[src/rtl/wb_slave_bridge.sv]
// Wishbone classic slave bridge: registers a window-matched request, drives the
// module decoder (we_o/addr_o/reg_addr_o/wdata_o/sel_o) and acks with rdata_i.
// Ports: wb_clk_i/wb_rst_i (sync, active-high), wbs_* slave bus, decoder side
// we_o, addr_o, reg_addr_o, wdata_o, sel_o, rdata_i; err_o sticky bad select.
// Optional: define ADDR_CHECK_EN to block writes/flag reads to invalid selects.
module wb_slave_bridge #(
  parameter logic [31:0] BASE_ADDR   = 32'h3000_0000,
  parameter int unsigned WAIT_CYCLES = 1,
  parameter int unsigned N_MODULES   = 4
) (
  input  logic        wb_clk_i,
  input  logic        wb_rst_i,
  input  logic        wbs_cyc_i,
  input  logic        wbs_stb_i,
  input  logic        wbs_we_i,
  input  logic [3:0]  wbs_sel_i,
  input  logic [31:0] wbs_adr_i,
  input  logic [31:0] wbs_dat_i,
  output logic        wbs_ack_o,
  output logic [31:0] wbs_dat_o,
  output logic        we_o,
  output logic [2:0]  addr_o,
  output logic [5:0]  reg_addr_o,
  output logic [31:0] wdata_o,
  output logic [3:0]  sel_o,
  input  logic [31:0] rdata_i,
  output logic        err_o
);

  typedef enum logic [1:0] {
    IDLE,
    ACCESS,
    ACK
  } state_t;

  state_t      state_q;
  state_t      state_d;
  logic [3:0]  cnt_q;
  logic [2:0]  mod_q;
  logic [5:0]  off_q;
  logic [31:0] wdat_q;
  logic [3:0]  bsel_q;
  logic        we_q;
  logic [31:0] rdat_q;

  logic hit;
  logic first;
  logic last;
  logic busy;
  logic bad_sel;
  logic bad;
  logic to_ack;

  assign hit   = wbs_cyc_i & wbs_stb_i &
                 (wbs_adr_i[31:11] == BASE_ADDR[31:11]);
  assign first = cnt_q == 4'd0;
  assign last  = cnt_q == 4'(WAIT_CYCLES);
  assign busy  = state_q != IDLE;

  assign bad_sel = (mod_q == 3'd0) ||
                   (32'(mod_q) > N_MODULES);

`ifdef ADDR_CHECK_EN
  logic err_q;

  assign bad   = bad_sel;
  assign err_o = err_q;

  always_ff @(posedge wb_clk_i) begin
    if (wb_rst_i) begin
      err_q <= 1'b0;
    end else if (to_ack && bad) begin
      err_q <= 1'b1;
    end
  end

  logic unused_adr;
  assign unused_adr = ^wbs_adr_i[1:0];
`else
  assign bad   = 1'b0;
  assign err_o = 1'b0;

  logic unused_adr;
  assign unused_adr = ^{wbs_adr_i[1:0], bad_sel};
`endif

  // Leaving the last ACCESS cycle with the bus still held.
  assign to_ack = (state_q == ACCESS) && (state_d == ACK);

  always_comb begin
    state_d = state_q;
    unique case (state_q)
      IDLE: begin
        if (hit) state_d = ACCESS;
      end
      ACCESS: begin
        if (!wbs_cyc_i) state_d = IDLE;
        else if (last) state_d = ACK;
      end
      ACK: begin
        state_d = IDLE;
      end
      default: begin
        state_d = IDLE;
      end
    endcase
  end

  always_ff @(posedge wb_clk_i) begin
    if (wb_rst_i) begin
      state_q <= IDLE;
      cnt_q   <= '0;
      mod_q   <= '0;
      off_q   <= '0;
      wdat_q  <= '0;
      bsel_q  <= '0;
      we_q    <= 1'b0;
      rdat_q  <= '0;
    end else begin
      state_q <= state_d;
      // cnt_q is 0 in the first ACCESS cycle, WAIT_CYCLES in the last.
      if (state_q == ACCESS && state_d == ACCESS) begin
        cnt_q <= cnt_q + 4'd1;
      end else begin
        cnt_q <= '0;
      end
      if (state_q == IDLE && hit) begin
        mod_q  <= wbs_adr_i[10:8];
        off_q  <= wbs_adr_i[7:2];
        wdat_q <= wbs_dat_i;
        bsel_q <= wbs_sel_i;
        we_q   <= wbs_we_i;
      end
      // Read data lives only for the ACK cycle.
      if (to_ack) begin
        if (we_q) rdat_q <= '0;
        else if (bad) rdat_q <= 32'hDEAD_BEEF;
        else rdat_q <= rdata_i;
      end else begin
        rdat_q <= '0;
      end
    end
  end

  assign wbs_ack_o  = state_q == ACK;
  assign wbs_dat_o  = rdat_q;
  assign we_o       = (state_q == ACCESS) & first & we_q & ~bad;
  assign addr_o     = busy ? mod_q  : '0;
  assign reg_addr_o = busy ? off_q  : '0;
  assign wdata_o    = busy ? wdat_q : '0;
  assign sel_o      = busy ? bsel_q : '0;

endmodule

[config.mk]
export PLATFORM = sky130hd
export DESIGN_NAME = wb_slave_bridge
export DESIGN_NICKNAME = d
export VERILOG_FILES = /design/src/rtl/wb_slave_bridge.sv
export SDC_FILE = /design/constraint.sdc
export NUM_CORES = 1
export LEC_CHECK = 0
export CAP_MARGIN = 5
export CORE_ASPECT_RATIO = 1.2
export CORE_MARGIN = 1
export CORE_UTILIZATION = 44
export CTS_BUF_LIST = sky130_fd_sc_hd__clkbuf_2
export DETAILED_ROUTE_END_ITERATION = 8
export GPL_TIMING_DRIVEN = 0
export HOLD_SLACK_MARGIN = 0.02
export PLACE_DENSITY = 0.86
export SLEW_MARGIN = 10
export SYNTH_ARGS = -nofsm -noshare
export SYNTH_HDL_FRONTEND = slang
export SYNTH_SLANG_ARGS = --single-unit
[constraint.sdc]
create_clock -name wb_clk_i -period 4.6 [get_ports wb_clk_i]
set_clock_uncertainty 0.05 [all_clocks]
set_input_delay 0.69 -clock wb_clk_i [delete_from_list [all_inputs] [get_ports wb_clk_i]]
set_output_delay 0.69 -clock wb_clk_i [all_outputs]
set_load 0.01 [all_outputs]
# --- Yosys cells after proc, flatten, opt, wreduce, memory -nomap -nowiden ---
# Index checks and enable logic that the tools add are counted.
# Widths: inputs -> output; s select.
totals:
  elab_cells: 37
  output_inout_bits: 80
  register_bits: 84
  in_bits: 105
op_classes:
  n_reduce_logical: 8
  n_addsub: 1
  n_bitwise: 6
  eq_ne: 6
  n_mux: 8
ops:
  columns: ["operator", "n"]
  rows:
  - ["$mux 32", 1]
  - ["$eq 21x19->1 const B", 1]
  - ["$mux 2", 3]
  - ["$mux 6", 1]
  - ["$add 4x1->4 const B", 1]
  - ["$and 1x1->1", 4]
  - ["$eq 2x1->1 const B", 2]
  - ["$eq 2x2->1 const B", 2]
  - ["$eq 4x1->1 const B", 1]
  - ["$logic_not 4->1", 1]
  - ["$mux 4", 1]
  - ["$pmux 2 s2", 1]
  - ["$logic_and 1x1->1", 3]
  - ["$mux 3", 1]
  - ["$reduce_or 3->1", 1]
  - ["$logic_not 2->1", 1]
  - ["$not 1->1", 2]
  - ["$reduce_bool 2->1", 1]
  - ["$reduce_or 2->1", 1]

# --- Longest topological paths before layout ---
depth:
  word_depth: 8
  ltp_mapped: 6

# --- Worst setup path after synthesis ---
# No wires, ideal clock.
synth_path:
  path_kind: "input port to flip-flop"
  start: "input wbs_adr_i[14]"
  end: "register bsel_q[0]"
  setup_ns: 0.072
  path_stages: 6
  required_time_ns: 4.478
  arrival_time_ns: 1.793
  path_slack_ns: 2.685
  n_path_buf: 2
  path_cell_list: "nor4_1 > nand4_1 > nor3_2 > buf_6 > buf_8 > mux2i_1"
synth_between:
  elab_chain_len: 3
synth_rtl:
  columns: ["item", "line_no", "rtl"]
  rows:
  - ["start, declared", "17", "input logic [31:0] wbs_adr_i,"]
  - ["$eq 21x19->1", "55", "(wbs_adr_i[31:11] == BASE_ADDR[31:11]);"]
  - ["$and 1x1->1", "54", "assign hit = wbs_cyc_i & wbs_stb_i &"]
  - ["$logic_and 1x1->1", "127", "if (state_q == IDLE && hit) begin"]
  - ["end signal, assigned", "131", "bsel_q <= wbs_sel_i;"]
  - ["end, declared", "42", "logic [3:0] bsel_q;"]
# Every way passes these cells.
# A chain may end at the register's enable or synchronous reset.

# --- Worst setup path after layout ---
layout_path:
  start: "register state_q[1]"
  end: "output sel_o[2]"
layout_between:
  elab_chain_len: 2
layout_rtl:
  columns: ["item", "line_no", "rtl"]
  rows:
  - ["start, declared", "36", "state_t state_q;"]
  - ["start signal, assigned", "120", "state_q <= state_d;"]
  - ["$reduce_bool 2->1", "58", "assign busy = state_q != IDLE;"]
  - ["$mux 4", "151", "assign sel_o = busy ? bsel_q : '0;"]
  - ["end, declared", "25", "output logic [3:0] sel_o,"]
# Every way passes these cells.

==> key figures <==
Outcome
  – Status: complete, but fails checks
  – Failing checks: design-rule violations

Clocking
  – Hold-fix buffers at CTS: 0
  – Worst-skew pair later-pin latency: between 400 and 500 ps
  – CTS tree: built
  – Post-CTS resize count: 0
  – Root Buffer: clkbuf_2
  – Setup repair bufs after CTS: 0
  – CTS HTree Levels: 3
  – Clock sinks: 84
  – CTS Buf Count: 9
  – Clock Path Buffers: 2
  – Reg clk slew, reported paths: 220 ps

Worst hold path
  – Hold wc startpoint: wdat_q[22]
  – Depth of the worst hold-timing path: 2
  – Worst hold path class: register to register
  – Hold Path Sink: wdat_q[22]

Detailed routing
  – DR WL/cell: 13.9 µm
  – Post-Route WL: 9000 µm
  – Routed via count: ~3k
  – Post-route ant nets: 0
  – DRC Markers: 24
  – Drt first-iter violations: 77
  – Vias per std cell: 4.70
  – Iteration count of the initial detailed-routing pass: 6

Setup path
  – Worst R2R Start: state_q[1]
  – Crit end category: output pin
  – CP max FO: 10
  – CP peak stage delay: 500 ps
  – Worst reg2reg endpoint: wdat_q[25]
  – CP max-delay cell: clkdlybuf4s50_1
  – Arrival time worst endpoint: around 2400 ps
  – Worst Reg-to-Reg Cells: 6
  – CP Class: register to output pin
  – Internal reg-to-reg setup slack: roughly 2800 ps
  – Worst setup SP type: register
  – Critical path, cell by cell: nor2_2 -> clkbuf_1 -> nor2b_1 -> clkdlybuf4s50_1
  – Req. time, crit path: 3860 ps

Run
  – Total of max-cap violations: 0

Die
  – IO Pins: 185
  – Die area: 8470 µm²
  – Core Area: approximately 7800 µm²
  – Starting density of the core: 0.460
  – Die height: 101 µm
  – Die W: 84.2 µm
  – Row count: 35

Yosys
  – Sequential element share of the synthesized area: 0.471
  – Mapped Area: 3570 µm²
  – Avg Cell Area, Syn: 9.96 µm²
  – Syn nets: between 400 and 500
  – Synth Register Bits: 84
  – Synth warnings: 0
  – Mapped Cells: 358
  – Netlist cell types: 27

STA
  – Rel. slew slack: 0.636
  – Setup violators final: 0
  – RSZ-0062 raised after global routing: false
  – Final Hold Vio Count: 0
  – Worst Tran Pin Value: 546 ps
  – Clock period minus worst slack: 3100 ps
  – Max Fclk: 323 MHz
  – Period utilisation layout: 0.673
  – Setup TNS: 0 ps
  – Hold_ws: 433 ps
  – Number of slew-limit violations in the final report: 0

Global route
  – Antenna violations before repair: 0
  – First-pass GRT wire length: 14900 µm
  – Total Routing Usage GR: 0.227
  – Pin count of the biggest net entering global routing: 14
  – Overflow after GRT: 0
  – Vias in the first global route: ~3.2k

Power and ir drop
  – Max VDD drop: approximately 0.17 mV
  – Pwr dens: 208 nW/µm²
  – Lkg Pwr: 1.91 nW
  – Total power: 1.16 mW

Layout
  – Area delta synth->final: 56.3%
  – Non-Filler Instances: about 650
  – Nets: 658
  – Util after Layout: 0.719
  – Layout cells sized above 1: 0.0433
  – Ant diodes: 0

Placement
  – Port bufs: 181
  – Cells after DPL: about 630
  – Global placement routability congestion: ~0.79
  – DP Wirelength: between 7000 and 8000 µm
## cell usage after synthesis
cell	number	area (µm²)
nor4b_1	2	17.5
nor2_2	1	6.26
mux2i_1	46	460
buf_8	3	45.0
nand3_1	2	10.0
nor2_1	7	26.3
inv_1	3	11.3
xnor2_1	1	8.76
and3_1	1	6.26
nand3b_1	1	7.51
xor2_1	1	8.76
clkbuf_1	17	63.8
dfxtp_1	84	1680
nand4_1	1	6.26
ha_1	3	37.5
o21ba_1	1	10.0
nor4_1	2	12.5
and2_1	32	200
buf_6	1	11.3
nand2_1	2	7.51
nor2b_1	47	294
and4_1	1	8.76
nor3_2	2	20.0
buf_4	2	15.0
conb_1	1	3.75
nand2b_1	93	582
nor3_1	1	5.00
## layout by cell type (no fill, tap or decap), drive strengths merged, types with 6 or more instances in the layout
cell and instances:
clkbuf 27, dfxtp 84, buf 6, nand2b 93, nor2 8, clkdlybuf4s50 181
mux2i 46, nor2b 47, and2 32
## critical path: cells and delay by family (launching register included)
kind	cells	cell delay, ps
flip-flops	1	380
AND/OR/NAND/NOR	2	500
buffers and inverters	2	980
## report_power, final
group          total [mW]  leakage [nW]  internal, mW  switching (mW)
clock               0.306        0.0536        0.0674           0.239
sequential          0.729         0.676         0.729    0.0000000298
combinational       0.125          1.18        0.0948          0.0302
## cell families after synthesis
family	share of synthesized area
XOR/XNOR	0.00491
multiplexers	0.129
flip-flops	0.471
adder cells (fa/ha/maj)	0.0105
AND/OR/NAND/NOR	0.339
buffers and inverters	0.0410
other	0.00105
AO/OA/AOI/OAI	0.00281
## flip-flops by register name, indices dropped and copies added, names as in the netlist
name       count
bsel_q         4
wbs_dat_o     32
we_q           1
state_q        2
off_q          6
wdat_q        32
mod_q          3
cnt_q          4
## stage by stage
step	setup slack (ps)	instance area [µm²]
2_1_floorplan	2690	3570
3_3_place_gp	2070	5490
3_5_place_dp	2040	5490
4_1_cts	1430	5570
5_1_grt	1280	5570
6_report	1500	5570
## final cells by class
cell class              instances  area [µm²]
well taps                      92         115
flip-flops and latches         84        1680
fillers                       606        2180
plain buffers                  23         135
clock inverters                 5        30.0
multi-input cells             248        1740
repair buffers                181        1810
inverters                       3        11.3
clock buffers                  10        50.0
## metal layers
metal / share of wire / vias to the layer above / global-route usage
li1: - / 1514 / -
met1: 0.39 / 1365 / 0.241
met2: 0.48 / 141 / 0.409
met3: 0.11 / 15 / 0.0835
met4: 0.019 / 0 / 0.0915
met5: 0 / - / 0
## how the worst max path moves through the flow
stage	slack, ps	endpoint	start	cells after the start
detailed placement	2040	wdata_o[19]	state_q[1]	4
global placement	2070	wdata_o[19]	state_q[1]	4
floorplan	2690	bsel_q[0]	wbs_adr_i[14]	6
finish	1500	sel_o[2]	state_q[1]	4
CTS	1430	wdata_o[19]	state_q[1]	4
global route	1280	wdata_o[15]	state_q[1]	4
No activity file was read; power rests on OpenSTA's default activity.
==> RTL edit: new RTL, config.mk and constraints unchanged <==
Build with the macro `ADDR_CHECK_EN` defined.
--- a/src/rtl/wb_slave_bridge.sv
+++ b/src/rtl/wb_slave_bridge.sv
@@ -4,4 +4,6 @@
 // we_o, addr_o, reg_addr_o, wdata_o, sel_o, rdata_i; err_o sticky bad select.
 // Optional: define ADDR_CHECK_EN to block writes/flag reads to invalid selects.
+`define ADDR_CHECK_EN
+
 module wb_slave_bridge #(
   parameter logic [31:0] BASE_ADDR   = 32'h3000_0000,
Formal check against the unedited RTL: not equivalent (Yosys sat finds a counterexample within 4 cycles, from zero or initial values and one cycle with wb_rst_i high).
==> RTL edit against the unedited design <==
- sequential power grew 1%
- design area shrank 1.7%
- setup slack gained 9.8 ps
- wire length grew 3.8%
- total power grew 6.7%
- area after synthesis shrank 3.5%
- combinational power shrank 6%
- critical path depth is the same
- sequential cell count grew 1
- sequential share of layout area grew 0.88 points
- via count grew 4.2%
- non-clock buffer count grew 1
- global-route usage grew 1.7 points
- critical path type unchanged
- largest cell class unchanged
==> RTL edit: results (changes against the unedited design) <==
stage	metric	value	unit	change
detailed_routing	wire_per_inst	14.3	um	+2.7%
detailed_routing	routed-wl-met3	1090	um	+7.5%
finish	multi_input_area_share	29.4	%	-1.8 points
detailed_routing	highest_layer	met4		
clocking	cts_root_buf	clkbuf_2		
detailed_routing	drt-initial-drc-count	109		+42%
global_route	track_usage	24.4	%	+1.7 points
yosys	syn_nets	474		+1.7%
finish	drive_above_1_share	4.62	%	+0.29 points
yosys	synth_seq_area_share	49.4	%	+2.3 points
clocking	ctsLongestPathBuffers	2		unchanged
finish	nonClkBufAreaFrac	35.1	%	+0.21 points
worst_setup_path	endpoint	wdata_o[14]		
status	status	complete, no violations		
finish	clock_area_share	2.08	%	+0.64 points
pwr	p_leak	0.00190	uW	-0.43%
clocking	path_clk_slew	210	ps	
finish	nClkBuffers	10		unchanged
global_route	grt_pass1_wl	15200	um	+2.5%
worst_setup_path	rrSetupSlack	2640	ps	-120 ps
global_route	grt_max_degree	15		+1
worst_hold_path	hold_start	err_o		
finish	area_dominant_class	non-clock buffers		
clocking	clk_latency	530	ps	+40 ps
finish	seq_cells	85		+1.2%
yosys	synth_cell_types	31		+15%
finish	seqCellArea	1700	um^2	+1.2%
pwr	peakVddDrop	0.168	mV	about the same
placement	place.detailed.hpwl	7280	um	+3.3%
finish	fill_cells	564		-6.9%
finish	num-nonclk-inverters	4		+1
detailed_routing	vias	3163		+4.2%
floorplan	row_count	34		-2.9%
worst_setup_path	r2r_end	wbs_dat_o[5]		
worst_setup_path	rr_startpoint	cnt_q[0]		
placement	numPlacedInstances	637		+0.95%
finish	fin_util	74.0	%	+2.1 points
finish	multi_input_gates	253		+2.0%
timing	slew_headroom	54.9	%	-8.6 points
placement	place_area	5370	um^2	-2.3%
timing	hold-worst-slack	407	ps	-25.7 ps
yosys	synthTopCellsByCount	93 x nand2_1, 85 x dfxtp_1, 47 x nor2b_1		
finish	buffers_excl_clock	205		+0.49%
yosys	avgSynthCellArea	9.40	um^2	-5.6%
yosys	synth_top_area_share	49.4	%	+2.3 points
timing	setup_ws	1510	ps	+9.76 ps
placement	dp_slack	1970	ps	-70.5 ps
global_route	grt_pass1_vias	3286		+3.1%
finish	finalNetCount	666		+1.2%
detailed_routing	first_pass_iters	4		-2
placement	gpl.final_weighted_congestion	0.735		-6.7%
detailed_routing	met1Wirelength	3500	um	+0.20%
worst_hold_path	hold_end	err_o		
detailed_routing	wl_met2	4560	um	+5.4%
worst_setup_path	r2r_cells	5		-1
yosys	synth_area_leaders	dfxtp_1 49%, mux2i_1 13%, nand2_1 10%		
==> RTL edit: changes by cell type after synthesis, sizes merged, moves of 2 or more <==
cell    delta
and2      -24
buf        +3
clkbuf     -2
nand2     +91
nand2b    -93
nor2       -4
nor4       +2
nor4b      +3
o21a      +26
==> RTL edit: metal layers <==
layer	track usage, %	vias to the layer above
li1	-	1579
met1	26.1	1425
met2	42.0	139
met3	10.3	20
met4	8.62	0
met5	0	-
==> RTL edit: logic make-up after synthesis <==
family                   after synthesis  share of synthesized area (%)
buffers and inverters                 28                           3.74
flip-flops                            85                           49.4
adder cells (fa/ha/maj)                3                           1.09
XOR/XNOR                               3                          0.763
AND/OR/NAND/NOR                      174                           25.8
multiplexers                          46                           13.4
AO/OA/AOI/OAI                         27                           5.82
==> RTL edit: power breakdown <==
| group | total [uW] | internal, uW | switching, uW |
|---|---|---|---|
| logic | 117 | 82.3 | 34.9 |
| clock network | 383 | 127 | 256 |
| registers | 738 | 738 | 0.0000335 |
| total | 1240 | 947 | 291 |
